`config.mk`:
```
export PLATFORM = sky130hd
export DESIGN_NAME = dec_rr_arbiter
export DESIGN_NICKNAME = d
export VERILOG_FILES = /design/src/rtl/dec_rr_arbiter.sv
export SDC_FILE = /design/constraint.sdc
export NUM_CORES = 1
export LEC_CHECK = 0
export ABC_AREA = 1
export CAP_MARGIN = 20
export CORE_MARGIN = 3
export CORE_UTILIZATION = 55
export CTS_CLUSTER_DIAMETER = 80
export DETAILED_ROUTE_END_ITERATION = 8
export DONT_BUFFER_PORTS = 1
export GPL_TIMING_DRIVEN = 0
export PLACE_DENSITY = 0.83
export SETUP_SLACK_MARGIN = 0.1
export SYNTH_ARGS = -nofsm -noshare
export SYNTH_HDL_FRONTEND = slang
export SYNTH_SLANG_ARGS = --single-unit
```
`constraint.sdc`:
```
create_clock -name clk -period 2.35 [get_ports clk]
set_clock_uncertainty 0.05 [all_clocks]
set_input_delay 0.47 -clock clk [delete_from_list [all_inputs] [get_ports clk]]
set_output_delay 0.47 -clock clk [all_outputs]
set_load 0.05 [all_outputs]
```
`src/rtl/dec_rr_arbiter.sv`:
```
// Round-robin arbiter over 8 requesters with hold timeout and one-hot grant decode.
// Latency: grant registered one cycle after req is sampled in IDLE; RELEASE+IDLE gap between grants.
// Backpressure: none; a grant is held until done, request withdrawal or timeout.
module dec_rr_arbiter #(
    parameter int unsigned TIMEOUT = 15
) (
    input  logic       clk,
    input  logic       rst,
    input  logic [7:0] req,
    input  logic       done,
    output logic       gnt_valid,
    output logic [2:0] gnt_idx,
    output logic [7:0] bcode,
    output logic       timeout
);

    typedef enum logic [1:0] {
        IDLE,
        GRANT,
        RELEASE
    } state_t;

    localparam logic [3:0] CNT_MAX = 4'(TIMEOUT - 1);

    state_t     state;
    logic [2:0] last;
    logic [3:0] cnt;

    logic       pick_vld;
    logic [2:0] pick_idx;
    logic [2:0] cand;

    logic       rel_now;
    logic       to_now;

    // Descending scan so the smallest offset from last+1 wins.
    always_comb begin
        pick_vld = 1'b0;
        pick_idx = 3'd0;
        cand     = 3'd0;
        for (int k = 7; k >= 0; k--) begin
            cand = last + 3'(k) + 3'd1;
            if (req[cand]) begin
                pick_vld = 1'b1;
                pick_idx = cand;
            end
        end
    end

    // A done on the timeout edge counts as a normal release.
    always_comb begin
        to_now  = (cnt == CNT_MAX) && !done;
        rel_now = done || !req[gnt_idx] || (cnt == CNT_MAX);
    end

    always_ff @(posedge clk) begin
        if (rst) begin
            state     <= IDLE;
            last      <= 3'd7;
            cnt       <= 4'd0;
            gnt_valid <= 1'b0;
            gnt_idx   <= 3'd0;
            bcode     <= 8'h00;
            timeout   <= 1'b0;
        end else begin
            case (state)
                IDLE: begin
                    timeout <= 1'b0;
                    if (pick_vld) begin
                        gnt_idx   <= pick_idx;
                        bcode     <= 8'h01 << pick_idx;
                        gnt_valid <= 1'b1;
                        cnt       <= 4'd0;
                        state     <= GRANT;
                    end
                end
                GRANT: begin
                    if (rel_now) begin
                        last      <= gnt_idx;
                        gnt_valid <= 1'b0;
                        bcode     <= 8'h00;
                        timeout   <= to_now;
                        cnt       <= 4'd0;
                        state     <= RELEASE;
                    end else begin
                        cnt <= cnt + 4'd1;
                    end
                end
                RELEASE: begin
                    timeout <= 1'b0;
                    state   <= IDLE;
                end
                default: begin
                    gnt_valid <= 1'b0;
                    bcode     <= 8'h00;
                    timeout   <= 1'b0;
                    state     <= IDLE;
                end
            endcase
        end
    end

endmodule

```
==> results.txt, run 1 <==
----------------------------------------------------
[Route]
  Iteration-0 DRC count of the detailed router ... 145
  Per-cell routed wire length ... 13.6 um
  Total iterations of the first detailed-routing run ... 4
  Residual DRC ... 0
  Via density per instance ... between 5 and 6
  Detail Route Antenna Nets ... 0
  Drt total wl ... 4.74 mm
  Number of vias in the routed layout ... 1872

[Global route]
  Total grt overflow ... 0
  Number of global-route vias before repair ... 1768
  Wire length of the first global-routing pass ... just under 8 mm
  Met2 usage in global routing ... 0.428
  Global routing usage on met1 ... 0.308
  Routing layer with the top usage in global route ... met2
  Initial antenna violation count ... 0
  Met3 routing resource usage after global routing ... 0.0178
  Pin count of the biggest net entering global routing ... 14
  Global-route total usage across every layer ... 0.240

[STA]
  Setup-violating endpoint count in the final report ... 0
  Final Critical Period ... 2.35 ns
  Post-route clock period utilization ... 0.999
  Hold violation count in the final report ... 0
  Max Clk Rate ... about 430 MHz
  Worst Slack Setup Final ... 0.00331 ns
  Slew @ Worst Pin ... 0.674 ns
  Hold Worst Slack ... 0.382 ns
  Number of slew-limit violations in the final report ... 0
  Rel. slew slack ... 0.550
  Unrepaired setup endpoints after global routing ... true

[Layout]
  Fin nets ... 320
  Cell area after layout ... 2180 um^2
  Area growth from synthesis to final layout ... 21.8%
  Share of final-layout standard cells stronger than drive strength 1 ... 0.287
  Commonest cells after routing, fill and taps aside ... sky130_fd_sc_hd__nand2_1, sky130_fd_sc_hd__nand3_1, sky130_fd_sc_hd__a21oi_1
  Share of the core filled with cells in the final layout ... 0.709
  Commonest non-fill, non-tap cell in the layout ... sky130_fd_sc_hd__nand2_1
  Diode count ... 0

[Worst setup path]
  Capturing element type of the critical path ... flop
  R2r worst-path depth ... 15
  R2r setup slk ... 0.003 ns
  Data arrival time of the critical path ... 2.56 ns
  Timing startpoint of the critical path ... last[0]$_SDFFE_PP1P_
  CP Class ... flop to flop
  Worst flop-to-flop path startpoint ... last[0]$_SDFFE_PP1P_
  Critical path peak fanout ... 8
  Kind of start point of the critical path ... flop
  Endpoint of the most critical register-to-register path ... bcode[5]$_SDFFE_PP0P_
  Critical path data required time ... 2.56 ns

[Yosys]
  Syn_nets ... 301
  Share of the yosys chip area belonging to registers ... 0.246
  Synthesized area per cell ... 6.28 um^2
  Unique masters post-synth ... 34
  Post-Synthesis Cells ... 285
  Ys Warns ... 0
  Summed instance area of the synthesized netlist ... between 1500 and 2000 um^2
  Number of flip-flops and latches in the synthesized netlist ... 22

[Placement]
  RePlAce Congestion ... around 0.9
  Placed inst area ... 1900 um^2
  Worst setup timing slack at the placement stage ... -0.221 ns
  Port Buffers ... 0
  Detailed Place HPWL ... about 3.4 mm

[Power and ir drop]
  Total leakage power ... 1.00 nW
  Switching part of the total power ... 0.563
  Worst voltage drop across the vdd grid ... 1010 uV
  Share of power burned in registers ... 0.215
  Net switching power of the design ... about 0.0020 W
  Relative contribution of combinational cells to total power ... 0.716
  Internal Dissipation ... 0.00158 W
  Clock Power Share ... 0.069
  Power density normalized to cell area ... 1660 nW/um^2

[Clocking]
  Clock tree buffer depth ... 2
  Worst skew pair latency ... 0.32 ns
  Hold buffers post-CTS ... 0
  Clock root buffer master ... sky130_fd_sc_hd__clkbuf_4
  TritonCTS Buffers ... 3
  Clock tree from TritonCTS ... done
  CTS H-Tree Depth ... 1
  Clock-pin slew on the worst setup and hold paths ... 0.12 ns
  Sink Count ... 22

[Flow run]
  Max-cap viol count ... 0

[Floorplanning]
  Die W ... 63.1 um
  Cell row count ... 20
  Vertical die dimension ... 63.1 um
  CORE AREA ... 3080 um^2
  Top-level port count ... 24
  Die outline area ... just under 4000 um^2
  Initial core utilization ... 0.582

[Min path]
  Critical hold path startpoint ... done
  WHS Endpoint ... timeout$_SDFFE_PP0P_
  Number of cells on the worst hold path ... 3
  Worst hold path class ... input pin to flop

[Outcome]
  Status ... complete, no violations

----------------------------------------------------
registers in the layout, summed over array words and instances, names as in the netlist:
| signal | count |
|---|---|
| gnt_valid | 1 |
| cnt | 4 |
| gnt_idx | 3 |
| state | 2 |
| bcode | 8 |
| timeout | 1 |
| last | 3 |
cell type report:
class / count / area, um^2
Multi-Input combinational cell: 222 / 1320
Inverter: 35 / 139
Tap cell: 44 / 55.1
Buffer: 6 / 61.3
Fill cell: 247 / 897
Clock buffer: 4 / 47.5
Sequential cell: 22 / 450
Timing Repair Buffer: 14 / 109
power by group through the flow:
stage | logic [W] | registers, W | clock network, W
4_1_cts | 0.00238 | 0.000774 | 0.000251
3_5_place_dp | 0.00210 | 0.000795 | 0
5_1_grt | 0.00288 | 0.000792 | 0.000272
2_1_floorplan | 0.00175 | 0.000765 | 0
6_report | 0.00259 | 0.000777 | 0.000251
3_3_place_gp | 0.00206 | 0.000792 | 0
critical path, cell delays in order, from the launching register on:
cell and delay (ns):
sky130_fd_sc_hd__dfxtp_4 0.38, sky130_fd_sc_hd__inv_4 0.04, sky130_fd_sc_hd__buf_8 0.11, sky130_fd_sc_hd__ha_4 0.26, sky130_fd_sc_hd__buf_12 0.13, sky130_fd_sc_hd__xor2_4 0.18, sky130_fd_sc_hd__inv_2 0.09, sky130_fd_sc_hd__nand2_1 0.08
sky130_fd_sc_hd__o21ai_2 0.06, sky130_fd_sc_hd__nand2_2 0.07, sky130_fd_sc_hd__nand2_2 0.07, sky130_fd_sc_hd__nor2_4 0.11, sky130_fd_sc_hd__nand3_4 0.13, sky130_fd_sc_hd__a21boi_4 0.27, sky130_fd_sc_hd__nand2_1 0.10, sky130_fd_sc_hd__a21oi_2 0.15
cells in the mapped netlist:
master	number	area [um^2]
sky130_fd_sc_hd__nand2_4	2	22.5
sky130_fd_sc_hd__o21ai_2	1	8.76
sky130_fd_sc_hd__clkbuf_1	2	7.51
sky130_fd_sc_hd__o21ai_1	1	5.00
sky130_fd_sc_hd__a21boi_1	1	7.51
sky130_fd_sc_hd__nor2_1	12	45.0
sky130_fd_sc_hd__xnor2_4	1	27.5
sky130_fd_sc_hd__nor3_2	2	20.0
sky130_fd_sc_hd__o21ai_0	10	50.1
sky130_fd_sc_hd__ha_1	5	62.6
sky130_fd_sc_hd__or2_2	1	6.26
sky130_fd_sc_hd__or2_1	1	6.26
sky130_fd_sc_hd__buf_6	2	22.5
sky130_fd_sc_hd__o21bai_1	1	7.51
sky130_fd_sc_hd__nor2_4	1	11.3
sky130_fd_sc_hd__inv_1	28	105
sky130_fd_sc_hd__nand2_2	8	50.1
sky130_fd_sc_hd__nor2_2	2	12.5
sky130_fd_sc_hd__a21oi_4	1	16.3
sky130_fd_sc_hd__a21oi_1	34	170
sky130_fd_sc_hd__nand3_1	39	195
sky130_fd_sc_hd__a21boi_4	1	18.8
sky130_fd_sc_hd__nand3_2	2	20.0
sky130_fd_sc_hd__a211oi_1	1	7.51
sky130_fd_sc_hd__nand2_1	87	327
sky130_fd_sc_hd__a22oi_1	1	7.51
sky130_fd_sc_hd__nand3_4	1	17.5
sky130_fd_sc_hd__buf_4	2	15.0
sky130_fd_sc_hd__and3_1	1	6.26
sky130_fd_sc_hd__a31oi_4	1	21.3
sky130_fd_sc_hd__xor2_1	1	8.76
sky130_fd_sc_hd__nor3_1	3	15.0
sky130_fd_sc_hd__inv_2	7	26.3
sky130_fd_sc_hd__dfxtp_1	22	440
worst max path at each step:
stage | slack, ns | endpoint
floorplan | 0.10 | bcode[0]$_SDFFE_PP0P_
global placement | -0.17 | bcode[0]$_SDFFE_PP0P_
detailed placement | -0.22 | bcode[1]$_SDFFE_PP0P_
CTS | 0.003 | bcode[5]$_SDFFE_PP0P_
global route | -0.19 | bcode[5]$_SDFFE_PP0P_
finish | 0.003 | bcode[5]$_SDFFE_PP0P_
what timing repair did:
| action | 4_1_cts | 5_1_grt |
|---|---|---|
| buffers inserted | 8 | 6 |
| hold endpoints to repair | 0 | 0 |
| setup endpoints to repair | 17 | 16 |
| resized for setup | 24 | 13 |
| pin swaps | 11 | 3 |
stage by stage:
step	cells	setup TNS (ns)	total power (W)
6_report	347	0	0.00362
5_1_grt	347	-1.83	0.00394
4_1_cts	341	0	0.00340
3_5_place_dp	329	-2.16	0.00289
3_3_place_gp	329	-1.56	0.00285
2_1_floorplan	285	0	0.00251
metal layers:
| metal | vias to the layer above | part of all wire |
|---|---|---|
| met5 | - | 0 |
| met4 | 0 | 0.015 |
| met2 | 47 | 0.52 |
| li1 | 965 | - |
| met3 | 7 | 0.051 |
| met1 | 853 | 0.41 |
kinds of logic after synthesis:
kind of cell             after synthesis  synth area share
AND/OR/NAND/NOR                      162             0.421
buffers and inverters                 41            0.0985
XOR/XNOR                               2            0.0203
AO/OA/AOI/OAI                         53             0.179
adder cells (fa/ha/maj)                5            0.0349
flip-flops                            22             0.246
No activity file was read; power rests on OpenSTA's default activity.
==> run 2, diff against run 1 <==
==> constraint.sdc (replaced) <==
create_clock -name clk -period 2.35 [get_ports clk]
set_clock_uncertainty 0.05 [all_clocks]
set_input_delay 0.235 -clock clk [delete_from_list [all_inputs] [get_ports clk]]
set_output_delay 0.235 -clock clk [all_outputs]
set_load 0.05 [all_outputs]
==> results of run 2 <==
Same layout as run 1 (identical final DEF). Status: complete, no violations.
Among the figures that moved: hold slack 0.382 ns -> 0.147 ns
==> run 3, diff against run 2 <==
ABC_CLOCK_PERIOD_IN_PS = 2000   (was unset)
clock period = 2 ns   (was 2.35 ns; I/O delays follow)
==> results.txt, run 3 (synthesis gave the netlist of run 1 again) <==
----------------------------------------------------
[Outcome]
  Status ... complete, but fails checks
  Violations in the final reports ... setup timing

[STA]
  Setup-violating endpoint count in the final report ... 17 (+17)
  Final Critical Period ... 2.37 ns (+0.0189 ns)
  Rel. slew slack ... 0.556 (+0.00567)
  Worst Slack Setup Final ... -0.366 ns (-0.369 ns)
  Hold Worst Slack ... 0.0632 ns
  Hold violation count in the final report ... 0 (unchanged)
  Post-route clock period utilization ... 1.18 (+0.184)
  Slew @ Worst Pin ... 0.665 ns (-0.00849 ns)
  Max Clk Rate ... 423 MHz (-0.80%)
  Unrepaired setup endpoints after global routing ... true
  Number of slew-limit violations in the final report ... 0 (unchanged)

[Worst setup path]
  R2r worst-path depth ... 14 (-1)
  Critical path data required time ... 2.21 ns (-0.35 ns)
  Cell breakdown of the critical path ... inv_4 -> buf_8 -> ha_4 -> buf_12 -> xor2_4 -> inv_2 -> a21oi_2 -> o21ai_2 -> nand2_2 -> nor2_4 -> nand3_4 -> a21boi_4 -> nand2_1 -> a21oi_2
  Kind of start point of the critical path ... flop
  R2r setup slk ... -0.37 ns (-0.37 ns)
  Most common cell type on the critical path ... sky130_fd_sc_hd__a21oi_2
  Timing startpoint of the critical path ... last[0]$_SDFFE_PP1P_
  Worst path slowest cell ... sky130_fd_sc_hd__dfxtp_4
  Capturing element type of the critical path ... flop
  Data arrival time of the critical path ... 2.58 ns (+0.02 ns)
  Largest stage delay, worst path ... 0.38 ns (about the same)
  Worst flop-to-flop path startpoint ... last[0]$_SDFFE_PP1P_
  Critical path peak fanout ... 8 (unchanged)
  Endpoint of the most critical register-to-register path ... bcode[3]$_SDFFE_PP0P_
  Critical path endpoint ... bcode[3]$_SDFFE_PP0P_
  CP Class ... flop to flop

[Route]
  Total iterations of the first detailed-routing run ... 5 (+1)
  Detail Route Antenna Nets ... 0 (unchanged)
  Via density per instance ... 5.55 (+2.8%)
  Drt total wl ... 4.81 mm (+1.5%)
  Residual DRC ... 0 (unchanged)
  Per-cell routed wire length ... 13.9 um (+2.1%)
  Number of vias in the routed layout ... 1914 (+2.2%)
  Iteration-0 DRC count of the detailed router ... 137 (-5.5%)

[Global route]
  Initial antenna violation count ... 0 (unchanged)
  Total grt overflow ... 0 (unchanged)
  Number of global-route vias before repair ... 1904 (+7.7%)
  Wire length of the first global-routing pass ... 8.18 mm (+2.9%)
  Pin count of the biggest net entering global routing ... 13 (-1)
  Global-route total usage across every layer ... 0.251 (+0.0108)

[Floorplanning]
  Vertical die dimension ... 63.1 um (unchanged)
  Initial core utilization ... 0.582 (unchanged)
  Top-level port count ... 24 (unchanged)
  Die W ... 63.1 um (unchanged)
  Cell row count ... 20 (unchanged)
  CORE AREA ... 3080 um^2 (unchanged)
  Die outline area ... 3980 um^2 (unchanged)

[Layout]
  Area growth from synthesis to final layout ... 23.3%
  Number of filler cells placed in the layout ... 260 (+5.3%)
  Commonest non-fill, non-tap cell in the layout ... sky130_fd_sc_hd__nand2_1
  Largest register FFs ... 8 (unchanged)
  Share of final-layout standard cells stronger than drive strength 1 ... 0.316 (+0.0285)
  Diode count ... 0 (unchanged)
  Commonest cells after routing, fill and taps aside ... sky130_fd_sc_hd__nand2_1, sky130_fd_sc_hd__nand3_1, sky130_fd_sc_hd__inv_1
  Registers with the highest flip-flop counts ... bcode (8), cnt (4)
  Share of the core filled with cells in the final layout ... 0.717 (+0.00854)
  Fin nets ... 318 (-0.63%)
  Most flop-heavy register ... bcode

[Power and ir drop]
  Power after layout ... 0.00427 W (+18%)
  Worst voltage drop across the vdd grid ... 1150 uV (+13%)
  Total leakage power ... 0.987 nW (-1.3%)
  Power density normalized to cell area ... 1930 nW/um^2 (+16%)

[Placement]
  Worst setup timing slack at the placement stage ... -0.491 ns (-0.270 ns)
  Port Buffers ... 0 (unchanged)
  Detailed Place HPWL ... 3.38 mm (-0.70%)
  RePlAce Congestion ... 0.874 (-3.3%)

[Clocking]
  Hold buffers post-CTS ... 0 (unchanged)
  TritonCTS Buffers ... 3 (unchanged)
  Clock root buffer master ... sky130_fd_sc_hd__clkbuf_4
  Clock-pin slew on the worst setup and hold paths ... 0.11 ns (about the same)
  Clock tree from TritonCTS ... done
  Worst skew pair latency ... 0.32 ns (about the same)
  Sink Count ... 22 (unchanged)
  CTS H-Tree Depth ... 1 (unchanged)
  Clock tree buffer depth ... 2 (unchanged)

[Min path]
  Worst hold path class ... input pin to flop

[Flow run]
  Max-cap viol count ... 0 (unchanged)

----------------------------------------------------
run 3: stage by stage:
step	cells	TNS [ns]	area (um^2)
global placement	329	-7.14	1910
finish	345	-5.11	2210
CTS	342	-4.38	2110
detailed placement	329	-7.61	1910
global route	345	-8.57	2210
floorplan	285	-2.94	1860
run 3: how the worst min path moves through the flow:
stage / endpoint / cells after the start / start / slack [ns]
4_1_cts: timeout$_SDFFE_PP0P_ / 3 / done / 0.06
5_1_grt: timeout$_SDFFE_PP0P_ / 3 / done / 0.07
6_report: timeout$_SDFFE_PP0P_ / 3 / done / 0.06
3_5_place_dp: timeout$_SDFFE_PP0P_ / 3 / done / 0.40
3_3_place_gp: timeout$_SDFFE_PP0P_ / 3 / done / 0.39
2_1_floorplan: timeout$_SDFFE_PP0P_ / 3 / done / 0.37
run 3: report_power, final:
part | total, W | switching, W | internal, W
clock network | 0.000246 | 0.000134 | 0.000112
registers | 0.000921 | 0.000363 | 0.000558
logic | 0.00310 | 0.00197 | 0.00113
total | 0.00427 | 0.00247 | 0.00180
run 3: critical path: cells and delay by family (launching register included):
kind	cells	cell delay [ns]
flip-flops	1	0.38
AO/OA/AOI/OAI	4	0.64
XOR/XNOR	1	0.19
AND/OR/NAND/NOR	4	0.45
adder cells (fa/ha/maj)	1	0.21
buffers and inverters	4	0.40
run 3: what timing repair did:
item	CTS	global route
setup buffers	9	3
pin swaps	18	4
endpoints found under the setup margin	22	22
resized for setup	28	20
run 3: layer usage:
layer	part of all wire	vias to the layer above	routed length, um	track usage
met5	0	-	0	0
met4	0.033	0	157	0.140
met3	0.038	17	184	0.0267
met2	0.51	68	2460	0.461
met1	0.42	868	2000	0.278
li1	-	961	-	-
run 3: cell type report:
class | count | area [um^2] | share of cell area
tap | 44 | 55.1 | 0.0249
clock buffer | 4 | 36.3 | 0.0164
buffer | 6 | 61.3 | 0.0278
inverter | 35 | 144 | 0.0652
sequential | 22 | 453 | 0.205
timing repair buffer | 12 | 97.6 | 0.0442
multi-input combinational | 222 | 1360 | 0.616
